[config.mk]
export PLATFORM = sky130hd
export DESIGN_NAME = lane_merge_fifo_4x8
export DESIGN_NICKNAME = d
export VERILOG_FILES = /design/src/rtl/lane_merge_fifo_4x8.sv
export SDC_FILE = /design/constraint.sdc
export NUM_CORES = 1
export LEC_CHECK = 0
export ABC_AREA = 1
export CORE_ASPECT_RATIO = 0.6
export CORE_MARGIN = 3
export CORE_UTILIZATION = 25
export DETAILED_ROUTE_END_ITERATION = 10
export GPL_TIMING_DRIVEN = 0
export SLEW_MARGIN = 0
export SYNTH_ARGS = -nofsm -noshare
export SYNTH_HDL_FRONTEND = slang
export SYNTH_SLANG_ARGS = --single-unit
[constraint.sdc]
create_clock -name clk_f -period 4.8 [get_ports clk_f]
set_input_delay 0.48 -clock clk_f [delete_from_list [all_inputs] [get_ports clk_f]]
set_output_delay 0.48 -clock clk_f [all_outputs]
set_load 0.1 [all_outputs]
[src/rtl/lane_merge_fifo_4x8.sv]
// Four per-lane FIFOs merged onto one 8-bit stream by a round-robin arbiter.
// Registered output, no fall-through; pushes into a full lane are dropped and flagged.
module lane_merge_fifo_4x8 #(
    parameter int unsigned DEPTH     = 4,
    parameter int unsigned AF_THRESH = 3
) (
    input  logic       clk_f,
    input  logic       reset_L,
    input  logic [7:0] data_0_cond,
    input  logic [7:0] data_1_cond,
    input  logic [7:0] data_2_cond,
    input  logic [7:0] data_3_cond,
    input  logic       valid_0_cond,
    input  logic       valid_1_cond,
    input  logic       valid_2_cond,
    input  logic       valid_3_cond,
    input  logic       ready_out,
    output logic [7:0] data_out,
    output logic       valid_out,
    output logic [1:0] lane_out,
    output logic [3:0] empty,
    output logic [3:0] almost_full,
    output logic [3:0] overflow_err
);

    localparam int unsigned AW = $clog2(DEPTH);
    localparam int unsigned CW = AW + 1;
    localparam logic [CW-1:0] FULL_CNT = CW'(DEPTH);
    localparam logic [CW-1:0] AF_CNT   = CW'(AF_THRESH);

    logic [7:0]    lane_data [4];
    logic [3:0]    lane_valid;
    logic [7:0]    mem [4][DEPTH];
    logic [AW-1:0] wr_ptr [4];
    logic [AW-1:0] rd_ptr [4];
    logic [CW-1:0] count [4];
    logic [3:0]    push;
    logic [3:0]    pop;
    logic          grant_valid;
    logic [1:0]    grant_lane;
    logic [1:0]    last_grant;
    logic [1:0]    cand;

    always_comb begin
        lane_data[0] = data_0_cond;
        lane_data[1] = data_1_cond;
        lane_data[2] = data_2_cond;
        lane_data[3] = data_3_cond;
        lane_valid   = {valid_3_cond, valid_2_cond, valid_1_cond, valid_0_cond};
    end

    // Fullness is judged on the pre-edge count, so a same-edge pop never frees a slot.
    always_comb begin
        for (int unsigned i = 0; i < 4; i++) begin
            push[i]        = lane_valid[i] && (count[i] != FULL_CNT);
            empty[i]       = (count[i] == '0);
            almost_full[i] = (count[i] >= AF_CNT);
        end
    end

    always_comb begin
        grant_valid = 1'b0;
        grant_lane  = last_grant;
        cand        = last_grant;
        pop         = '0;
        if (ready_out) begin
            for (int unsigned k = 1; k <= 4; k++) begin
                cand = last_grant + 2'(k);
                if (!grant_valid && !empty[cand]) begin
                    grant_valid = 1'b1;
                    grant_lane  = cand;
                end
            end
        end
        if (grant_valid) pop[grant_lane] = 1'b1;
    end

    always_ff @(posedge clk_f) begin
        for (int unsigned i = 0; i < 4; i++) begin
            if (push[i]) mem[i][wr_ptr[i]] <= lane_data[i];
        end
    end

    always_ff @(posedge clk_f or negedge reset_L) begin
        if (!reset_L) begin
            for (int unsigned i = 0; i < 4; i++) begin
                wr_ptr[i] <= '0;
                rd_ptr[i] <= '0;
                count[i]  <= '0;
            end
            overflow_err <= '0;
            data_out     <= '0;
            valid_out    <= 1'b0;
            lane_out     <= '0;
            last_grant   <= 2'd3;
        end else begin
            for (int unsigned i = 0; i < 4; i++) begin
                if (push[i]) wr_ptr[i] <= wr_ptr[i] + 1'b1;
                if (pop[i])  rd_ptr[i] <= rd_ptr[i] + 1'b1;
                count[i] <= count[i] + CW'(push[i]) - CW'(pop[i]);
                if (lane_valid[i] && !push[i]) overflow_err[i] <= 1'b1;
            end
            valid_out <= grant_valid;
            if (grant_valid) begin
                data_out   <= mem[grant_lane][rd_ptr[grant_lane]];
                lane_out   <= grant_lane;
                last_grant <= grant_lane;
            end
        end
    end

endmodule

== After elaboration in Yosys (flattened, before gate mapping) ==
Memories as Yosys holds them, arrays and structs flattened.
Cells that the tools add are included.
Storage, ports and cells
  memories kept: 1
  bits in writable memories: 128
  logic and storage cells: 146
  input bits: 39
  register bits: 45
Memories
  mem: words 4, bits a word 32, rd ports 1, clocked after Yosys merged registers in 0, wr ports 4, RTL line 33  | logic [7:0] mem [4][DEPTH];
Operators by class
  muxes and demuxes: 46
  reductions and logical operators: 30
  add/sub/neg operators: 19
  magnitude comparators: 20
  equal/unequal tests: 4
  bitwise operators: 6
Operators with widths (number)
  $mux W32: 4
  $demux W8 S2: 4
  $mux W8: 6
  $add A2 B1 Y2 const B: 9
  $ge A3 B3 Y1 const B: 6
  $not A2 Y3: 6
  $mux W1: 17
  $bmux W8 S2: 1
  $logic_and A1 B1 Y1: 16
  $lt A2 B3 Y1 const B: 5
  $mux W2: 7
  $add A3 B1 Y3: 4
  $ge A3 B2 Y1 const B: 4
  $logic_not A3 Y1: 4
  $lt A3 B1 Y1 const B: 4
  $ne A3 B3 Y1 const B: 4
  $sub A3 B1 Y3: 4
  $logic_not A1 Y1: 10
  $bmux W1 S2: 4
  $add A2 B2 Y2 const B: 2
  $bmux W2 S2: 1
  $mux W4: 1
  $demux W1 S2: 1
  $ge A2 B1 Y1 const B: 1

== Depth between registers and ports, before layout ==
Gate-level depths: netlist of the first run.
  word-level depth: 25
  depth in mapped cells: 21

== Least setup slack after synthesis of the first run ==
No wires, ideal clock.
  kind: flip-flop to output port
  start point: register count[4] in the netlist's numbering
  end point: output empty[2]
  path buffers: 0
  cell stages (with the launch flop): 2
  arrival: 2517 ps
  slack: 1803 ps
  cells stage by stage: dfrtp_1 -> nor3_1
Between the ends
  cells in the longest elaborated chain, start to end: 1
RTL lines
  from (decl): RTL line 36  | logic [CW-1:0] count [4];
  from (signal, indexed assignment): RTL line 100  | count[i] <= count[i] + CW'(push[i]) - CW'(pop[i]);
  $logic_not A3 Y1: RTL line 56  | empty[i] = (count[i] == '0);
  to (decl): RTL line 21  | output logic [3:0] empty,
Every way passes these cells.

== Final worst setup path of the first run ==
  start point: register last_grant[0]
  end point: register count[8] in the netlist's numbering
Between the ends
  cells in the longest elaborated chain, start to end: 23
  elaborated cells on any way between the ends: 40
  those cells by class: 4 x add/sub; 2 x order compare; 24 x mux; 10 x reduce/logical
RTL lines
  from (decl): RTL line 41  | logic [1:0] last_grant;
  from (signal assigned): RTL line 107  | last_grant <= grant_lane;
  $add A2 B1 Y2: RTL line 68  | cand = last_grant + 2'(k);
  $bmux W1 S2: RTL line 69  | if (!grant_valid && !empty[cand]) begin
  $mux W1 (not written as such): RTL line 69
  $mux W1: RTL line 69
  $mux W1: RTL line 66  | if (ready_out) begin
  $logic_not A1 Y1: RTL line 69
  $logic_and A1 B1 Y1: RTL line 69
  $mux W1: RTL line 69
  [... 8 more ...]
  $mux W2: RTL line 66
  $lt A2 B3 Y1 (not written as such) / $ge A2 B1 Y1 (equally long branches): RTL line 75  | if (grant_valid) pop[grant_lane] = 1'b1;
  $logic_and A1 B1 Y1 (not written as such): RTL line 75
  $mux W1 (not written as such): RTL line 75
  $demux W1 S2: RTL line 75
  $mux W4 *: RTL line 75
  net pop[1]: RTL line 38  | logic [3:0] pop;
  $sub A3 B1 Y3 *: RTL line 100
The timed path passes the listed nets; every way through them passes the cells marked *. The select of a mux whose other input is x is not followed.
A chain may end at the register's enable or synchronous reset.

==> results by stage, run 1 <==
Critical path:
- The arrival time reported for the critical path endpoint is 3.81 ns.
- The class of the most critical setup path is reg -> reg.
- Data on the critical path is required at its endpoint by around 5.1 ns.
- The number of cells on the worst reg-to-reg path is 19.
- Of all nets on the critical path, the largest fanout is 10.
- The end of the worst register-to-register path is count[8].
- The register-to-register setup slack is 1.31 ns.
- The source of the worst register-to-register timing path is last_grant[0].
- The startpoint type of the worst setup path is a register.
- The endpoint kind of the worst setup timing path is a register.

Timing:
- The worst pin sits at a relative slew slack of 0.316.
- Setup repair after global routing left no endpoint under its margin.
- The number of max-slew violations in the final report is 0.
- The count of final hold-check violations is 0.
- The highest clock frequency the design can meet is 287 MHz.
- At the pin with the least slew margin, the transition time is 1.02 ns.
- In the finished design, the share of the clock period the worst path needs comes to 0.727.
- The final count of negative-setup-slack endpoints is 0.
- The post-route setup TNS is 0 ns.
- Subtracting the final worst setup slack from the clock period gives roughly 3.5 ns.
- Across the routed clock network, the largest skew measured is 0.0134 ns.

Synth:
- The share of synthesized flip-flops with an asynchronous set or reset is 0.260.
- The average instance area after synthesis is 9.60 µm².
- In this run, synthesis inferred around 130 flip-flops with an integrated enable.
- The share of synthesized area in the top cell type comes to 0.445.
- The count of mapped cells out of synthesis is 899.
- The mapped netlist covers ~0.0086 mm².
- The net count of the mapped netlist is 970.
- Of all cell types, the one taking the most synthesized area is edfxtp_1.
- The synthesis-stage register bit count is between 150 and 200.
- The commonest cells after synthesis are nand2_1 (217), inv_1 (161), nand3_1 (156), edfxtp_1 (128), dfrtp_1 (43).
- The portion of the post-synthesis area used by sequential elements is 0.576.
- The dominant cell by count in the synthesized netlist is nand2_1.
- The Yosys step of the flow raised 0 warnings.
- The count of distinct cell types in the synthesized netlist is 33.
- For this run, the leading register cell type out of synthesis is edfxtp_1.
- Yosys attributes the largest share of cell area to edfxtp_1 (45%), dfrtp_1 (12%), nand2_1 (9.4%).

Clock network:
- The buffer type at the clock tree root is clkbuf_16.
- The later-pin clock latency in the skew report is 0.44 ns.
- The H-tree was split into 4 levels.
- The count of hold buffers inserted by post-cts repair is 1.
- The count of instances resized after the clock tree is built is 0.
- After clock tree synthesis, the setup repair step added 0 buffers.
- After clock tree synthesis, the clock-pin slew on the worst setup and hold paths is 0.07 ns.
- The CTS buffer count is 17.
- The worst-case clock buffer depth is 2.
- The tree built by TritonCTS fans out to 173 sinks.
- TritonCTS built the clock tree.

Cells and area:
- The number of diodes is 0.
- Compared with the post-synthesis result, the final layout area differs by 20.3%.
- The share of layout cells above drive strength 1 is 0.101.
- At the end of the flow, the number of nets in the layout was 1051.

Run status:
- The flow ran to the end, and the final reports show no timing, DRC or antenna violations.

Floorplanning:
- In this run the count of I/O pins placed on the die edge is 62.
- The die area is 0.0369 mm².
- The standard cell core area is 0.0338 mm².
- Measured along the x axis, the die boundary spans 246 µm.
- The initial utilization of the core area, before any placement, comes to 0.255.
- After floorplanning, the core was divided into 52 placement rows.
- The height of the die is approximately 150 µm.

Detailed routing:
- The overall routed net length is 25100 µm.
- The routed length per placed instance is 17.3 µm.
- The violation count after the first detailed-routing iteration is about 770.
- The routed via count is roughly 6300.
- The first-pass iteration count of the detailed router is 6.
- Dividing the detail-routed via count by the number of cells gives between 4 and 5.
- For this run, design rule violations remaining after detail routing come to 0.
- The detail route stage leaves a number of antenna-violating nets equal to 0.

Flow run:
- The reported max-cap violation count is 0.

Global routing:
- The first-pass GRT wire length is 37400 µm.
- Entering global routing, the biggest net connects 39 pins.
- After global routing the overflow that remains totals 0.
- The number of global-route vias before repair was 6075.
- The number of antenna violations at the first check in global routing is 0.
- In the global route stage, overall resource usage came out at 0.140.

Placement:
- The placer's final routability congestion estimate is 0.955.
- The number of input and output port buffers inserted is 60.
- The placed wire-length estimate is 19900 µm.

Hold path:
- The worst hold path belongs to the class reg -> reg.
- For hold timing, the worst endpoint is overflow_err[2].
- The number of stages on the worst hold path is 1.
- The startpoint identified for the worst hold timing path is overflow_err[2].
## stage by stage
step / area (µm²) / hold WS, ns / cells / utilization / setup slack, ns
2_1_floorplan: 8630 / 0.184 / 899 / - / 1.80
3_3_place_gp: 9810 / 0.451 / 1418 / 0.290 / 1.38
3_5_place_dp: 9820 / 0.415 / 1419 / 0.290 / 1.37
4_1_cts: 10400 / 0.466 / 1451 / 0.307 / 1.34
5_1_grt: 10400 / 0.488 / 1451 / 0.307 / 1.03
6_report: 10400 / 0.464 / 1451 / 0.307 / 1.31
## cells by family after synthesis
| logic type | after synthesis | synth area share |
|---|---|---|
| buffers and inverters | 200 | 0.0981 |
| XOR/XNOR | 12 | 0.0122 |
| flip-flops | 173 | 0.576 |
| adder cells (fa/ha/maj) | 32 | 0.0499 |
| AND/OR/NAND/NOR | 465 | 0.250 |
| AO/OA/AOI/OAI | 17 | 0.0133 |
## cell usage in the layout, fill, tap and decap left out, types with 10 or more instances in the layout
cell             instances
ha_1                    28
clkdlybuf4s50_1         59
clkbuf_1                10
dfrtp_1                 43
nor2_1                  36
nand2_2                 12
xor2_1                  10
clkbuf_16               17
nand2_1                217
buf_2                   12
inv_1                  161
nand3b_1                17
edfxtp_1               128
nand3_1                156
## worst max path at each step
| stage | from | endpoint | slack (ns) |
|---|---|---|---|
| floorplan | count[4] | empty[2] | 1.80 |
| global placement | last_grant[0] | count[2] | 1.38 |
| detailed placement | last_grant[0] | count[8] | 1.37 |
| CTS | last_grant[0] | count[8] | 1.34 |
| global route | last_grant[0] | count[8] | 1.03 |
| finish | last_grant[0] | count[8] | 1.31 |
## routing by layer
metal,vias to the layer above,part of all wire,track usage
met4,0,0.0076,0.0310
met3,16,0.10,0.0473
met1,3025,0.53,0.222
li1,3049,-,-
met5,-,0,0
met2,243,0.37,0.175
## state kept, by name, summed over array words and instances (netlist names)
| signal | cells |
|---|---|
| mem | 128 |
| count | 12 |
| data_out | 8 |
| rd_ptr | 8 |
| wr_ptr | 8 |
| overflow_err | 4 |
| lane_out | 2 |
| last_grant | 2 |
| valid_out | 1 |
## final cells by class
cell class / instances / area [µm²]
Fill cell: 3595 / 23400
Sequential cell: 173 / 4970
Multi-Input combinational cell: 526 / 2810
Timing Repair Buffer: 62 / 626
Inverter: 166 / 623
Tap cell: 459 / 574
Clock buffer: 17 / 425
Buffer: 34 / 224
Clock inverter: 14 / 129
## worst max-delay path: stages, from the launching register on
cell and delay [ns]:
dfstp_2 0.54, buf_4 0.17, nand2_1 0.08, nand2_2 0.11, nand3_1 0.12, nand2_2 0.13
nand3_2 0.14, nand2_2 0.10, nand3_4 0.14, nand2_4 0.22, buf_2 0.31, nor2_1 0.08
inv_2 0.11, nor2_1 0.08, ha_1 0.27, inv_1 0.06, ha_1 0.12, inv_1 0.05
fa_1 0.37, xnor2_1 0.14
Power of run 1 is not shown: default switching activity piles up to over one toggle a cycle in this logic, so the estimate is an artifact.
==> inputs of run 2 (changes only) <==
==> constraint.sdc (replaced) <==
create_clock -name clk_f -period 2.8 [get_ports clk_f]
set_input_delay 0.28 -clock clk_f [delete_from_list [all_inputs] [get_ports clk_f]]
set_output_delay 0.28 -clock clk_f [all_outputs]
set_load 0.1 [all_outputs]
==> results by stage, run 2 (synthesis results as in run 1) <==
Global routing:
- The global route total overflow is 0 (unchanged).
- The first-pass GRT wire length is 38100 µm (+1.9%).
- The number of antenna violations at the first check in global routing is 0 (unchanged).
- The global-route total usage across every layer came to 0.144 (+0.00481).
- The number of global-route vias before repair is 5998 (-1.3%).
- The maximum number of pins on one net before global-route repair is 29 (-26%).

Placement:
- The placer's final routability congestion estimate came to 0.994 (+4.1%).
- The number of input and output port buffers inserted is 60 (unchanged).
- The placed standard-cell area is 0.00991 mm² (+0.89%).
- The placed wire-length estimate came to 20000 µm (+0.75%).

Detailed routing:
- The routed length per placed instance is 17.6 µm (+2.0%).
- The number of vias per cell after detailed routing is 4.39 (+0.62%).
- The first-pass iteration count of the detailed router is 5 (-1).
- The number of routed nets with antenna violations is 0 (unchanged).
- The number of remaining DRC errors is 0 (unchanged).
- The violation count after the first detailed-routing iteration is 665 (-14%).
- The routed via count is 6517 (+2.9%).
- The overall routed net length is 26200 µm (+4.3%).

Timing:
- The pin slew with the least headroom to its limit is 0.994 ns (-0.0287 ns).
- The setup slack of the critical path after layout came to -0.218 ns (-1.53 ns).
- Setup repair after global routing could not meet its margin everywhere.
- The clock skew after layout is 0.0102 ns (-0.00312 ns).
- The highest clock frequency the design can meet was 331 MHz (+16%).
- The post-route minimum period is 3.02 ns (-0.470 ns).
- The count of final hold-check violations came to 0 (unchanged).
- The worst slew margin relative to its limit came to 0.335 (+0.0192).
- The final count of negative-setup-slack endpoints came to 12 (+12).
- The number of max-slew violations in the final report came to 0 (unchanged).
- The fraction of the cycle the final worst path needs is 1.08 (+0.351).

Cells and area:
- The number of fill cells in the layout is 3476 (-3.3%).
- The top cell types in the final layout, fill and taps aside, are nand2_1 (202), inv_1 (154), edfxtp_1 (128), nand3_1 (125), clkdlybuf4s50_1 (54).
- The layout overhead on the synthesized area is 31.1%.
- The total area of multi-input combinational cells came to 0.00332 mm² (+18%).
- The share of the core filled with cells in the final layout is 0.335 (+0.0276).
- The final-stage net count is 1083 (+3.0%).
- The number of diodes was 0 (unchanged).
- The flip-flop count of the largest register after layout came to 128 (unchanged).
- Leaving out fill and tap cells, the most frequent cell in the layout is nand2_1.
- The footprint of the flip-flops and latches came to 0.00498 mm² (+0.10%).
- The share of layout cells above drive strength 1 is 0.202 (+0.101).
- The final instance area is 0.0113 mm² (+9.0%).

Critical path:
- The worst path required time came to 3.15 ns (-1.97 ns).
- In this run the worst setup path begins at last_grant[0].
- The worst stage delay on the critical path is 0.58 ns (+0.04 ns).
- The worst setup path is launched from a register.
- The biggest fanout along the worst timing path is 7 (-3).
- The number of cells on the worst reg-to-reg path is 20 (+1).
- The arrival time reported for the critical path endpoint is 3.37 ns (-0.44 ns).
- The endpoint kind of the worst setup timing path is a register.
- The class of the most critical setup path is reg -> reg.
- The critical-path cell with the highest stage delay is dfstp_2.
- The startpoint identified for the worst register-to-register timing path is last_grant[0].
- The signal on the critical path passes through buf_12 -> nand3_4 -> buf_6 -> nand3_4 -> nand2_4 -> nand3_4 -> nand2_4 -> nand3_4 -> nand2_4 -> buf_8 -> buf_12 -> nor2_4 -> nand2_2 -> inv_2 -> ha_4 -> inv_2 -> ha_4 -> inv_2 -> fa_2 -> inv_2.

Clock network:
- The CTS buffer count came to 17 (unchanged).
- The worst-case clock buffer depth is 2 (unchanged).
- The clock transition time at the flip-flop clock pins of the worst setup and hold paths is 0.07 ns (about the same).
- TritonCTS built the clock tree.
- The buffer type at the clock tree root is clkbuf_16.
- The number of clock sinks seen by CTS is 173 (unchanged).
- The later-pin clock latency in the skew report is 0.45 ns (about the same).
- The H-tree level count is 4 (unchanged).

Floorplanning:
- The die boundary width is 246 µm (unchanged).
- The die area came to 0.0369 mm² (unchanged).
- The count of pins on the block boundary is 62 (unchanged).
- The initial standard-cell utilization of the core came to 0.255 (unchanged).
- The height of the die is 150 µm (unchanged).
- The standard cell core area is 0.0338 mm² (unchanged).
- The number of cell rows was 52 (unchanged).

Flow run:
- The reported max-cap violation count is 0 (unchanged).

Run status:
- The checks that failed: setup timing.
- The flow ran to the end, but the final reports show violations.

Hold path:
- The worst hold path belongs to the class in -> async.
==> run 2: changes by cell type in the layout (fill, tap and decap cells not counted), moves of 6 or more <==
cell | before | now
buf_2 | 12 | 6
buf_4 | 4 | 32
ha_1 | 28 | 21
ha_4 | 0 | 7
inv_1 | 161 | 154
nand2_1 | 217 | 202
nand2_4 | 1 | 11
nand3_1 | 156 | 125
nand3_2 | 5 | 26
nand3_4 | 2 | 12
nor2_4 | 1 | 9
==> run 2: final timing paths <==
check | endpoint | slack, ns
max | count[4] | -0.22
min | count[10] | 0.35
max reg2reg | count[4] | -0.22
min reg2reg | overflow_err[1] | 0.47
max in group asynchronous | last_grant[1] | 1.81
min in group clk_f | mem[3][13] | 0.46
==> run 2: through the flow <==
stage / setup WS (ns) / TNS (ns) / hold slack, ns / std cells
2_1_floorplan: -0.0765 / -0.297 / -0.0156 / 899
3_3_place_gp: -0.474 / -11.28 / 0.451 / 1418
3_5_place_dp: -0.515 / -4.07 / 0.292 / 1419
4_1_cts: -0.170 / -0.675 / 0.347 / 1473
5_1_grt: -0.363 / -3.65 / 0.400 / 1484
6_report: -0.218 / -1.43 / 0.352 / 1484
==> run 2: repair_timing <==
action	in CTS	in global routing
resized for setup	69	52
setup buffers	23	11
hold endpoints to repair	17	0
hold buffers	1	0
endpoints found under the setup margin	17	19
pin swaps	24	4
==> run 2: layer usage <==
| metal | track usage | up-vias | routed length [µm] |
|---|---|---|---|
| li1 | - | 3137 | - |
| met1 | 0.221 | 3114 | 13300 |
| met2 | 0.181 | 244 | 9790 |
| met3 | 0.0627 | 22 | 2830 |
| met4 | 0.0333 | 0 | 272 |
| met5 | 0 | - | 0 |
==> run 2: area by class of cell <==
cell class | count | share of cell area
buffer | 32 | 0.0261
clock buffer | 17 | 0.0376
clock inverter | 15 | 0.0172
inverter | 166 | 0.0555
multi-input combinational | 526 | 0.293
sequential | 173 | 0.440
tap | 459 | 0.0507
timing repair buffer | 96 | 0.0800
==> run 2: worst max-delay path: cells and delay by family, from the launching register on <==
kind / cells / cell delay [ns]
fa+ha+maj: 3 / 0.83
buf+inv: 8 / 0.74
simple gates: 9 / 0.76
flops: 1 / 0.58
Power of run 2 is left out for the same reason.
==> inputs of run 3 (changes only) <==
--- a/config.mk
+++ b/config.mk
@@ -15,3 +15,4 @@
 export SYNTH_ARGS = -nofsm -noshare
 export SYNTH_HDL_FRONTEND = slang
 export SYNTH_SLANG_ARGS = --single-unit
+export TNS_END_PERCENT = 5
==> results by stage, run 3 (synthesis results as in run 1) <==
Clock network:
- The H-tree level count was 4 (unchanged).
- The worst-case clock buffer depth is 2 (unchanged).
- The clock transition time at the flip-flop clock pins of the worst setup and hold paths came to 0.07 ns (about the same).
- The root buffer cell chosen for the clock tree is clkbuf_16.
- TritonCTS built the clock tree.
- The later-pin clock latency in the skew report is 0.44 ns (about the same).
- The number of clock sinks seen by CTS is 173 (unchanged).
- The CTS buffer count is 17 (unchanged).

Detailed routing:
- The violation count after the first detailed-routing iteration came to 913 (+37%).
- The number of routed nets with antenna violations is 0 (unchanged).
- The routed length per placed instance is 17.3 µm (-1.9%).
- The first-pass iteration count of the detailed router is 8 (+3).
- The overall routed net length is 25500 µm (-2.4%).
- The number of remaining DRC errors was 0 (unchanged).
- The number of vias per cell after detailed routing is 4.46 (+1.6%).
- The routed via count was 6587 (+1.1%).

Critical path:
- The endpoint kind of the worst setup timing path is a register.
- The arrival time reported for the critical path endpoint is 3.24 ns (-0.13 ns).
- The endpoint identified for the worst register-to-register timing path is count[4].
- The biggest fanout along the worst timing path is 7 (unchanged).
- The source of the worst register-to-register timing path is last_grant[0].
- The register-to-register setup slack is -0.11 ns (+0.11 ns).
- The number of cells on the worst reg-to-reg path is 18 (-10%).
- The worst path required time is 3.13 ns (-0.02 ns).
- The class of the most critical setup path is reg -> reg.
- STA classifies the critical path startpoint as a register.

Cells and area:
- The layout overhead on the synthesized area is 26.1%.
- The final-stage net count was 1075 (-0.74%).
- The number of diodes came to 0 (unchanged).
- The final instance area is 0.0109 mm² (-3.8%).
- The flip-flop count of the largest register after layout was 128 (unchanged).
- The share of layout cells above drive strength 1 came to 0.161 (-0.0407).
- The final instance count without filler cells was 1476 (-0.54%).
- Leaving out fill and tap cells, the most frequent cell in the layout is nand2_1.
- Leaving out fill and tap cells, the most frequent cells in the layout are nand2_1 (207), inv_1 (157), nand3_1 (145), edfxtp_1 (128), clkdlybuf4s50_1 (55).

Floorplanning:
- The count of pins on the block boundary was 62 (unchanged).
- The height of the die was 150 µm (unchanged).
- The standard cell core area is 0.0338 mm² (unchanged).
- The die boundary width was 246 µm (unchanged).
- The number of cell rows was 52 (unchanged).
- The initial standard-cell utilization of the core was 0.255 (unchanged).
- The die area is 0.0369 mm² (unchanged).

Global routing:
- The layer with the highest usage is met1.
- The global-route track usage on met1 came to 0.222 (+0.00106).
- The met3 capacity usage during global routing is 0.0442 (-0.0184).
- The maximum number of pins on one net before global-route repair came to 38 (+31%).
- The number of antenna violations at the first check in global routing is 0 (unchanged).
- The number of global-route vias before repair is 6253 (+4.3%).
- The routing usage on met2 is 0.183 (+0.00252).
- The global-route total usage across every layer is 0.141 (-0.00331).
- The global route total overflow is 0 (unchanged).
- The first-pass GRT wire length is 38000 µm (-0.16%).

Placement:
- The placed wire-length estimate is 19600 µm (-2.0%).
- The count of placed standard cells including taps is 1419 (unchanged).
- The number of input and output port buffers inserted was 60 (unchanged).
- The placer's final routability congestion estimate is 1.03 (+4.0%).
- The placed standard-cell area is 0.00985 mm² (-0.62%).

Timing:
- The worst hold slack after final layout is 0.294 ns (-0.0575 ns).
- The post-route minimum period is 2.91 ns (-0.109 ns).
- The setup slack of the critical path after layout is -0.109 ns (+0.109 ns).
- The clock skew after layout was 0.00845 ns (-0.00179 ns).
- The number of max-slew violations in the final report is 0 (unchanged).
- The worst slew margin relative to its limit is 0.301 (-0.0345).
- The fraction of the cycle the final worst path needs was 1.04 (-0.0391).
- Setup repair after global routing could not meet its margin everywhere.
- The count of final hold-check violations was 0 (unchanged).
- The final count of negative-setup-slack endpoints is 11 (-1).
- The pin slew with the least headroom to its limit is 1.05 ns (+0.0516 ns).
- The highest clock frequency the design can meet came to 344 MHz (+3.8%).

Run status:
- The flow ran to the end, but the final reports show violations.
- The checks that failed: setup timing.

Hold path:
- The path class of the lowest-slack min-delay path is in -> async.

Flow run:
- The reported max-cap violation count was 0 (unchanged).
[run 3: changes by cell type in the layout (fill, tap and decap cells not counted), sizes merged]
cell and delta:
bufinv -1, buf -9, clkinv +2, inv -2, dlygate4sd2 -2, clkdlybuf4s50 +1
clkbuf +2, dlymetal6s2s +1
[run 3: critical path: stages (launching register included)]
cell and delay [ns]:
dfstp_2 0.56, buf_8 0.16, nand2_4 0.06, nand2_4 0.09, nand3_2 0.12, nand2_4 0.11, nand4_1 0.15, nand3_4 0.13
nand2_4 0.07, buf_12 0.15, nor2_4 0.11, nand2_2 0.09, inv_4 0.09, ha_4 0.20, inv_2 0.06, ha_4 0.12
inv_2 0.03, fa_2 0.50, inv_1 0.03
[run 3: area by class of cell]
type | instances | area [µm²]
inverters | 166 | 628
multi-input cells | 526 | 3060
clock buffers | 18 | 429
repair buffers | 90 | 853
clock inverters | 14 | 134
well taps | 459 | 574
fillers | 3505 | 23000
plain buffers | 30 | 225
flip-flops and latches | 173 | 4980
[run 3: what timing repair did]
item                                    in CTS  in global routing
hold buffers                                 1                  0
endpoints found under the hold margin        8                  0
endpoints found under the setup margin      12                 20
setup buffers                               21                  7
pin swaps                                   20                 14
gates resized for setup                     51                 21
[run 3: how the worst max path moves through the flow]
stage,startpoint,end,slack (ns),cells past startpoint
after detailed placement,count[7],count[5],-0.55,20
after global routing,last_grant[0],count[4],-0.24,18
final,last_grant[0],count[4],-0.11,18
after CTS,last_grant[0],count[4],-0.06,20
after global placement,count[7],count[5],-0.52,20
after floorplan,last_grant[0],count[5],-0.09,20
[run 3: per-layer routing]
metal	routed length (µm)	up-vias
met3	2790	25
li1	-	3111
met5	0	-
met2	9710	278
met1	12700	3173
met4	300	0
[run 3: stage by stage]
step                TNS [ns]  utilization  worst slack, ns
floorplan             -0.531            -          -0.0935
global placement      -13.08        0.291           -0.523
detailed placement     -4.45        0.291           -0.551
CTS                   -0.225        0.318          -0.0635
global route           -2.48        0.322           -0.236
finish                -0.481        0.322           -0.109
Power of run 3 is left out for the same reason.
